<file path="config.mk">
export PLATFORM = sky130hd
export DESIGN_NAME = host_interface_burst
export DESIGN_NICKNAME = d
export VERILOG_FILES = /design/src/rtl/host_interface_burst.sv
export SDC_FILE = /design/constraint.sdc
export NUM_CORES = 1
export LEC_CHECK = 0
export BUFFER_PORTS_ARGS = -buffer_cell sky130_fd_sc_hd__buf_2
export CAP_MARGIN = 0
export CORE_MARGIN = 1
export CORE_UTILIZATION = 45
export DETAILED_ROUTE_END_ITERATION = 16
export PLACE_DENSITY = 0.62
export SLEW_MARGIN = 20
export SYNTH_ARGS = -nofsm -noshare
export SYNTH_HDL_FRONTEND = slang
export SYNTH_SLANG_ARGS = --single-unit
</file>
<file path="constraint.sdc">
create_clock -name if_clock -period 5.25 [get_ports if_clock]
set_clock_uncertainty 0.05 [all_clocks]
set_input_delay 0.2625 -clock if_clock [delete_from_list [all_inputs] [get_ports if_clock]]
set_output_delay 0.2625 -clock if_clock [all_outputs]
set_load 0.02 [all_outputs]
</file>
<file path="src/rtl/host_interface_burst.sv">
// Host-side burst register interface: endpoint/register set-up, burst writes
// and prefetched burst reads with a read-return FIFO hiding device latency.
module host_interface_burst #(
    parameter int DW       = 16,
    parameter int AW       = 16,
    parameter int LW       = 16,
    parameter int FIFO_AW  = 2,
    parameter int AUTO_INC = 1
) (
    input  logic          if_clock,
    input  logic          reset,
    input  logic [3:0]    state,
    input  logic [2:0]    ctl,
    input  logic [DW-1:0] hi_data_in,
    output logic [DW-1:0] hi_data_out,
    output logic          hi_data_oe,
    output logic          rdy,
    output logic          overrun,
    output logic [AW-1:0] di_ep_addr,
    output logic [AW-1:0] di_reg_addr,
    output logic [DW-1:0] di_reg_data_in,
    output logic          di_write,
    output logic          di_read,
    output logic          di_reset,
    input  logic          di_ready,
    input  logic          di_read_valid,
    input  logic [DW-1:0] di_reg_data_out
);

    localparam int DEPTH = 1 << FIFO_AW;
    localparam int CW    = FIFO_AW + 1;

    localparam logic [3:0] OP_SETEP    = 4'd1;
    localparam logic [3:0] OP_SETREG   = 4'd2;
    localparam logic [3:0] OP_SETLEN   = 4'd3;
    localparam logic [3:0] OP_RDDATA   = 4'd4;
    localparam logic [3:0] OP_DEVRESET = 4'd5;
    localparam logic [3:0] OP_WRDATA   = 4'd7;

    logic [3:0]         st_q;
    logic [3:0]         st_prev;
    logic               stb_q;
    logic [DW-1:0]      din_q;

    logic [LW-1:0]      len_q;
    logic [LW-1:0]      remaining;
    logic [CW-1:0]      outstanding;
    logic [CW-1:0]      out_nxt;
    logic [CW-1:0]      count;
    logic [CW:0]        inflight;
    logic               discard;

    logic [FIFO_AW-1:0] wr_ptr;
    logic [FIFO_AW-1:0] rd_ptr;
    logic [DW-1:0]      mem [DEPTH];

    logic change;
    logic act;
    logic is_ep;
    logic is_reg;
    logic is_len;
    logic is_rd;
    logic is_wr;
    logic wr_go;
    logic wr_drop;
    logic pop;
    logic rd_under;
    logic issue;
    logic ret;
    logic push;

    logic unused_ctl;
    assign unused_ctl = ^{ctl[2], ctl[0]};

    always_ff @(posedge if_clock or posedge reset) begin
        if (reset) begin
            st_q    <= '0;
            st_prev <= '0;
            stb_q   <= 1'b0;
            din_q   <= '0;
        end else begin
            st_q    <= state;
            st_prev <= st_q;
            stb_q   <= ctl[1];
            din_q   <= hi_data_in;
        end
    end

    // The cycle in which a new state code is first seen performs no opcode work.
    assign change = (st_q != st_prev);
    assign act    = !change;

    assign is_ep  = act && (st_q == OP_SETEP);
    assign is_reg = act && (st_q == OP_SETREG);
    assign is_len = act && (st_q == OP_SETLEN);
    assign is_rd  = act && (st_q == OP_RDDATA);
    assign is_wr  = act && (st_q == OP_WRDATA);

    assign wr_go    = is_wr && stb_q && di_ready;
    assign wr_drop  = is_wr && stb_q && !di_ready;
    assign pop      = is_rd && stb_q && (count != '0);
    assign rd_under = is_rd && stb_q && (count == '0);

    assign inflight = {1'b0, outstanding} + {1'b0, count};
    assign issue    = is_rd && !discard && (remaining != '0)
                      && di_ready && (int'(inflight) < DEPTH);
    assign ret      = di_read_valid && (outstanding != '0);
    assign push     = ret && !discard && !change;
    assign out_nxt  = outstanding + CW'(issue) - CW'(ret);

    assign di_read     = issue;
    assign hi_data_out = (count != '0) ? mem[rd_ptr] : '0;

    always_comb begin
        rdy = 1'b0;
        unique case (1'b1)
            is_wr:   rdy = di_ready;
            is_rd:   rdy = (count != '0);
            default: rdy = 1'b0;
        endcase
    end

    always_ff @(posedge if_clock or posedge reset) begin
        if (reset) begin
            di_ep_addr     <= '0;
            di_reg_addr    <= '0;
            di_reg_data_in <= '0;
            di_write       <= 1'b0;
            di_reset       <= 1'b0;
            hi_data_oe     <= 1'b0;
            overrun        <= 1'b0;
            len_q          <= '0;
            remaining      <= '0;
        end else begin
            di_write   <= wr_go;
            di_reset   <= change && (st_q == OP_DEVRESET);
            hi_data_oe <= is_rd;
            overrun    <= change ? 1'b0 : (overrun | wr_drop | rd_under);
            remaining  <= change ? len_q : remaining - LW'(issue);
            if (wr_go)
                di_reg_data_in <= din_q;
            if (is_ep && stb_q)
                di_ep_addr <= AW'(din_q);
            if (is_len && stb_q)
                len_q <= LW'(din_q);
            // Address advances once the write pulse or read issue has used it.
            if (is_reg && stb_q)
                di_reg_addr <= AW'(din_q);
            else if (di_write || issue)
                di_reg_addr <= di_reg_addr + AW'(AUTO_INC);
        end
    end

    always_ff @(posedge if_clock or posedge reset) begin
        if (reset) begin
            outstanding <= '0;
            discard     <= 1'b0;
            wr_ptr      <= '0;
            rd_ptr      <= '0;
            count       <= '0;
        end else begin
            outstanding <= out_nxt;
            // Returns for reads issued before a state change are dropped.
            discard     <= (change || discard) && (out_nxt != '0);
            if (change) begin
                wr_ptr <= '0;
                rd_ptr <= '0;
                count  <= '0;
            end else begin
                if (push)
                    wr_ptr <= wr_ptr + FIFO_AW'(1);
                if (pop)
                    rd_ptr <= rd_ptr + FIFO_AW'(1);
                count <= count + CW'(push) - CW'(pop);
            end
        end
    end

    always_ff @(posedge if_clock) begin
        if (push)
            mem[wr_ptr] <= di_reg_data_out;
    end

endmodule

</file>
### After elaboration in Yosys (flattened, before gate mapping)

Memory sizes are Yosys's and may differ from the RTL's.
Cells that the tools add are included.

| operators by class | value |
|---|---|
| add/sub/neg operators | 9 |
| $lt $le $gt $ge | 1 |
| eq/ne operators | 7 |
| multiplexer cells | 13 |
| bitwise logic cells | 2 |
| reduce and logical (&&, ||, !) cells | 36 |

Operator list:

| cell | number |
|---|---|
| 16-bit two-way mux | 4 |
| 1-bit logical AND | 23 |
| 16-bit by 1-bit adder with 16-bit output, second input constant | 1 |
| 16-bit nonzero test | 1 |
| 16-bit by 1-bit subtractor with 16-bit output | 1 |
| 4-bit by 3-bit equality test with 1-bit output, second input constant | 3 |
| 3-bit nonzero test | 3 |
| 4-bit by 2-bit equality test with 1-bit output, second input constant | 2 |
| 2-bit two-way mux | 4 |
| 3-bit by 1-bit adder with 3-bit output | 2 |
| 2-bit nonzero test | 3 |
| 3-bit by 1-bit subtractor with 3-bit output | 2 |
| 2-bit by 1-bit adder with 2-bit output, second input constant | 2 |
| 3-bit by 3-bit adder with 4-bit output | 1 |
| 4-bit by 1-bit equality test with 1-bit output, second input constant | 1 |
| 4-bit by 3-bit < comparator with 1-bit output, second input constant | 1 |
| 4-bit != test | 1 |
| 1-bit zero test | 3 |
| 3-bit zero test | 1 |
| 1-bit two-way mux | 3 |
| 3-bit two-way mux | 1 |
| 1-bit logical OR | 2 |
| 1-bit bitwise OR | 2 |
| 1-bit one-hot mux with 2 select lines | 1 |

| word-level totals | value |
|---|---|
| register bits after elaboration | 120 |
| memory bits (writable) | 64 |
| input bits | 43 |
| output and inout port bits | 70 |
| word-level logic and storage cells | 87 |
| memories kept | 1 |

Memory list:

| memory | words | width | rd ports | clocked after Yosys merged registers in | wr ports | line | source |
|---|---|---|---|---|---|---|---|
| mem | 4 | 16 | 1 | 0 | 1 | 55 | `logic [DW-1:0] mem [DEPTH];` |

### Depth between registers and ports, before layout

| logic depth | value |
|---|---|
| depth in word-level cells | 11 |
| gate-level depth with buffers | 12 |

### Worst setup path after synthesis

Ideal clock, no wire load.

| timing path | value |
|---|---|
| path type | register to register |
| from | register outstanding[1] |
| to | register discard |
| setup time | 126 ps |
| arrival | 2447 ps |
| path slack | 2627 ps |
| cell stages (with the launch flop) | 8 |
| clock period less this slack | 2623 ps |
| cell sequence | dfrtp_1 ha_1 and3_1 a2111oi_4 buf_6 ha_1 fa_1 o32a_1 |

| between the ends | value |
|---|---|
| word-level cells in the longest chain between the ends | 7 |

Ends and longest elaborated chain:

| item | line | source |
|---|---|---|
| start: declaration | 47 | `logic [CW-1:0] outstanding;` |
| start signal: assignment | 162 | `outstanding <= out_nxt;` |
| 3-bit by 3-bit adder with 4-bit output | 104 | `assign inflight = {1'b0, outstanding} + {1'b0, count};` |
| 4-bit by 3-bit < comparator with 1-bit output | 106 | `&& di_ready && (int'(inflight) < DEPTH);` |
| 1-bit logical AND | 106 |  |
| via di_read | 23 | `output logic di_read,` |
| 3-bit by 1-bit adder with 3-bit output | 109 | `assign out_nxt = outstanding + CW'(issue) - CW'(ret);` |
| 3-bit by 1-bit subtractor with 3-bit output | 109 |  |
| via out_nxt[1] | 48 | `logic [CW-1:0] out_nxt;` |
| 3-bit nonzero test | 164 | `discard <= (change \|\| discard) && (out_nxt != '0);` |
| 1-bit logical AND | 164 |  |
| end signal: assignment | 164 |  |
| end: declaration | 51 | `logic discard;` |

The timed path passes the listed nets, and every way through them passes these cells.
A chain may end at the register's enable or synchronous reset.

### Worst setup path in the final report

| timing path | value |
|---|---|
| from | register outstanding[2] |
| to | register remaining[12] |

| between the ends | value |
|---|---|
| word-level cells in the longest chain between the ends | 5 |

Ends and longest elaborated chain:

| item | line | source |
|---|---|---|
| 3-bit by 3-bit adder with 4-bit output | 104 |  |
| 4-bit by 3-bit < comparator with 1-bit output | 106 |  |
| 1-bit logical AND | 106 |  |
| 16-bit by 1-bit subtractor with 16-bit output | 139 | `remaining <= change ? len_q : remaining - LW'(issue);` |
| 16-bit two-way mux | 139 |  |
| end signal: assignment | 139 |  |
| end: declaration | 46 | `logic [LW-1:0] remaining;` |

No other way between the ends.

==> impl_metrics.env <==
export IMPL_dr_max_layer_used="met4"
export IMPL_dr_wl_met2_mm=7.60
export IMPL_ys_seq_area_share_pct=64.2
export IMPL_fillers=1403
export IMPL_startpoint="outstanding[2]"
export IMPL_syn_inst=559
export IMPL_wl_per_cell_um=16.0
export IMPL_cts_root_buf="clkbuf_16"
export IMPL_peakVddDrop_uv=242
export IMPL_numCtsBuffers=17
export IMPL_m1WireLength_mm=6.63
export IMPL_hold_path_class="input pin to flop"
export IMPL_syn_nets=618
export IMPL_max_freq_mhz=356
export IMPL_timing_rr_end="remaining[12]"
export IMPL_grt_pass1_wl_mm=25.2
export IMPL_die_w_um=133
export IMPL_r2r_start="outstanding[2]"
export IMPL_setup_ws_ns=2.44
export IMPL_internal_power_mw=2.41
export IMPL_crit_arrival_ns=3.06
export IMPL_maxCapViolCount=0
export IMPL_antenna_found_initial=0
export IMPL_cts_tree="built"
export IMPL_clockBufferDepth=2
export IMPL_drive_gt1_share_pct=27.4
export IMPL_core_mm2=0.0166
export IMPL_p_leak_nw=4.11
export IMPL_power_frac_comb_pct=10.5
export IMPL_cp_start_kind="flop"
export IMPL_clock_latency_ns=0.43
export IMPL_place_ws_ns=2.46
export IMPL_finalCritPeriodShare_pct=53.5
export IMPL_power_density_mw_per_mm2=343
export IMPL_row_count=47
export IMPL_relSlewSlack_pct=41.1
export IMPL_tns_ns=0
export IMPL_synth_cell_types=55
export IMPL_die_h_um=133
export IMPL_synth_seq_cells=184
export IMPL_n_antenna_cell=0
export IMPL_yosysWarnings=0
export IMPL_pin_count=113
export IMPL_grt_max_degree=68
export IMPL_cts_resized=0
export IMPL_clock_sinks=184
export IMPL_synth_edf_count=64
export IMPL_synth_area_mm2=0.00767
export IMPL_tightest_slew_ns=0.883
export IMPL_power_switching_mw=0.799
export IMPL_drv_slew=0
export IMPL_swShare_pct=24.9
export IMPL_outcome="finished, final reports clean"
export IMPL_remaining_drc_errors=0
export IMPL_worstSetupPathType="flop to flop"
export IMPL_post_route_min_period_ns=2.81
export IMPL_met3WireLength_um=623
export IMPL_timing_hold_violations_final=0
export IMPL_setup_viol=0
export IMPL_grt_pass1_vias=5095
export IMPL_post_drt_via_cell_ratio=5.05
export IMPL_port_buffers=110
export IMPL_firstDrtPassIters=4
export IMPL_htreeDepth=4
export IMPL_synth_flop_cell="dfrtp_1"
export IMPL_gp_congestion=0.732
export IMPL_crit_path_max_fanout=17
export IMPL_dpl_hpwl_mm=10.0
export IMPL_clkPwrFrac_pct=38.8
export IMPL_worstRegToRegCells=11
export IMPL_worst_r2r_setup_slack_ns=2.44
export IMPL_cp_end_kind="flop"
export IMPL_die_area_mm2=0.0176
export IMPL_final_nets=765
export IMPL_cts_clk_slew_worst_paths_ns=0.07
export IMPL_drt_iter0_markers=224
export IMPL_cp_required_ns=5.50
export IMPL_power_share_sequential_pct=50.7
export IMPL_async_flop_share_pct=65.2
export IMPL_ant_nets=0
export IMPL_final_area_mm2=0.00937
export IMPL_endpoint="remaining[12]"
export IMPL_place_area_mm2=0.00842
export IMPL_wl_mm=15.0
export IMPL_gr_usage_all_layers_pct=18.6
export IMPL_grt_overflow=0
export IMPL_avgSynthCellArea_um2=13.7
export IMPL_area_growth_pct=22.2
export IMPL_vias=4740
export IMPL_initial_core_util_pct=46.2
export IMPL_rsz0062_at_grt="false"
==> what timing repair did <==
action	in CTS	in global routing
hold endpoints to repair	151	0
hold buffers	38	0
setup buffers	0	0
==> kinds of logic (layout without fill, tap and decap cells) <==
logic type                 Yosys count  in the layout  share of synthesized area [%]
AOI/OAI and AO/OA                   55             55                           4.94
buffers and inverters               41            201                           2.25
xor gates and xnor gates            38             38                           4.34
adders and majority gates           16             16                           2.81
DFF                                184            184                           64.2
muxes                               49             49                           9.53
and+or+nand+nor                    176            176                           11.9
==> power by group through the flow <==
| stage | sequential (mW) | combinational (mW) | clock [mW] |
|---|---|---|---|
| 4_1_cts | 1.63 | 0.343 | 1.29 |
| 2_1_floorplan | 1.67 | 0.190 | 0 |
| 6_report | 1.63 | 0.337 | 1.25 |
| 3_3_place_gp | 1.65 | 0.302 | 0 |
| 5_1_grt | 1.64 | 0.378 | 1.33 |
| 3_5_place_dp | 1.66 | 0.319 | 0 |
==> cell usage after synthesis, types with 2 or more instances <==
| master | n | area, um2 |
|---|---|---|
| nor2_2 | 3 | 18.8 |
| nand2_1 | 89 | 334 |
| mux4_2 | 16 | 360 |
| and3_1 | 15 | 93.8 |
| nor3_1 | 9 | 45.0 |
| a31oi_1 | 2 | 12.5 |
| or3_1 | 3 | 18.8 |
| mux2_1 | 20 | 225 |
| a21oi_1 | 5 | 25.0 |
| o2111ai_1 | 3 | 26.3 |
| o2111ai_2 | 4 | 60.1 |
| ha_1 | 14 | 175 |
| or4_4 | 2 | 22.5 |
| nand4_2 | 2 | 25.0 |
| clkbuf_1 | 10 | 37.5 |
| nand3_2 | 2 | 20.0 |
| dfrtp_1 | 120 | 3000 |
| o21ai_1 | 18 | 90.1 |
| edfxtp_1 | 64 | 1920 |
| and2_1 | 19 | 119 |
| buf_2 | 9 | 45.0 |
| inv_1 | 17 | 63.8 |
| o21ai_0 | 15 | 75.1 |
| xor2_1 | 20 | 175 |
| nor2_1 | 16 | 60.1 |
| nor3_2 | 2 | 20.0 |
| buf_1 | 3 | 11.3 |
| mux2_2 | 12 | 135 |
| fa_1 | 2 | 40.0 |
| xnor2_1 | 18 | 158 |
==> critical path, stage by stage (launching register included) <==
cell and delay, ns:
dfrtp_1 0.41, ha_1 0.30, nor3_1 0.20, nand3b_1 0.15, a2111oi_4 0.20, buf_4 0.32, ha_1 0.26, ha_1 0.24
nand2_1 0.13, nor3_1 0.19, xnor2_1 0.15, o21ai_1 0.07
==> area by class of cell <==
cell class | instances | area [um2] | share of cell area (%)
multi-input combinational | 334 | 2570 | 27.4
timing repair buffer | 151 | 953 | 10.2
sequential | 184 | 4930 | 52.6
inverter | 18 | 70.1 | 0.748
clock buffer | 19 | 434 | 4.63
tap | 220 | 275 | 2.94
clock inverter | 13 | 143 | 1.52
==> sequential cells by signal, summed over array words and instances (netlist names), 4 cells and up <==
name and flops:
mem 64, di_ep_addr 16, di_reg_addr 16, di_reg_data_in 16, din_q 16, len_q 16
remaining 16, st_prev 4, st_q 4
==> layout by cell type, fill, tap and decap left out, types with 4 or more instances in the layout <==
cell	instances
dfrtp_1	119
buf_2	110
nand2_1	89
edfxtp_1	64
dlygate4sd3_1	38
xor2_1	20
mux2_1	20
and2_1	19
xnor2_1	18
o21ai_1	18
clkbuf_16	17
nor2_1	16
inv_1	16
mux4_2	16
and3_1	15
o21ai_0	15
ha_1	14
mux2_2	12
nor3_1	9
a21oi_1	5
inv_6	5
o2111ai_2	4
==> stage by stage <==
stage          util (%)  hold WS, ns  std cells  power [mW]
2_1_floorplan         -        0.244        559        1.86
3_3_place_gp       50.7        0.320        869        1.96
3_5_place_dp       50.7        0.322        869        1.98
4_1_cts            56.5        0.224        939        3.26
5_1_grt            56.5        0.260        939        3.35
6_report           56.5        0.238        939        3.21
==> worst min path at each step <==
| stage | startpoint | to | slack, ns | depth (start not counted) |
|---|---|---|---|---|
| detailed placement | state[1] | st_q[1] | 0.32 | 1 |
| floorplan | hi_data_in[0] | din_q[0] | 0.24 | 0 |
| CTS | di_ready | overrun | 0.22 | 4 |
| global placement | hi_data_in[15] | din_q[15] | 0.32 | 1 |
| finish | di_ready | overrun | 0.24 | 4 |
| global route | di_ready | overrun | 0.26 | 4 |
==> layer usage <==
layer	track usage, %	vias up
met5	0	-
li1	-	2256
met2	31.8	105
met3	4.41	13
met4	7.09	0
met1	22.9	2366
(Power assumes the default switching activity.)
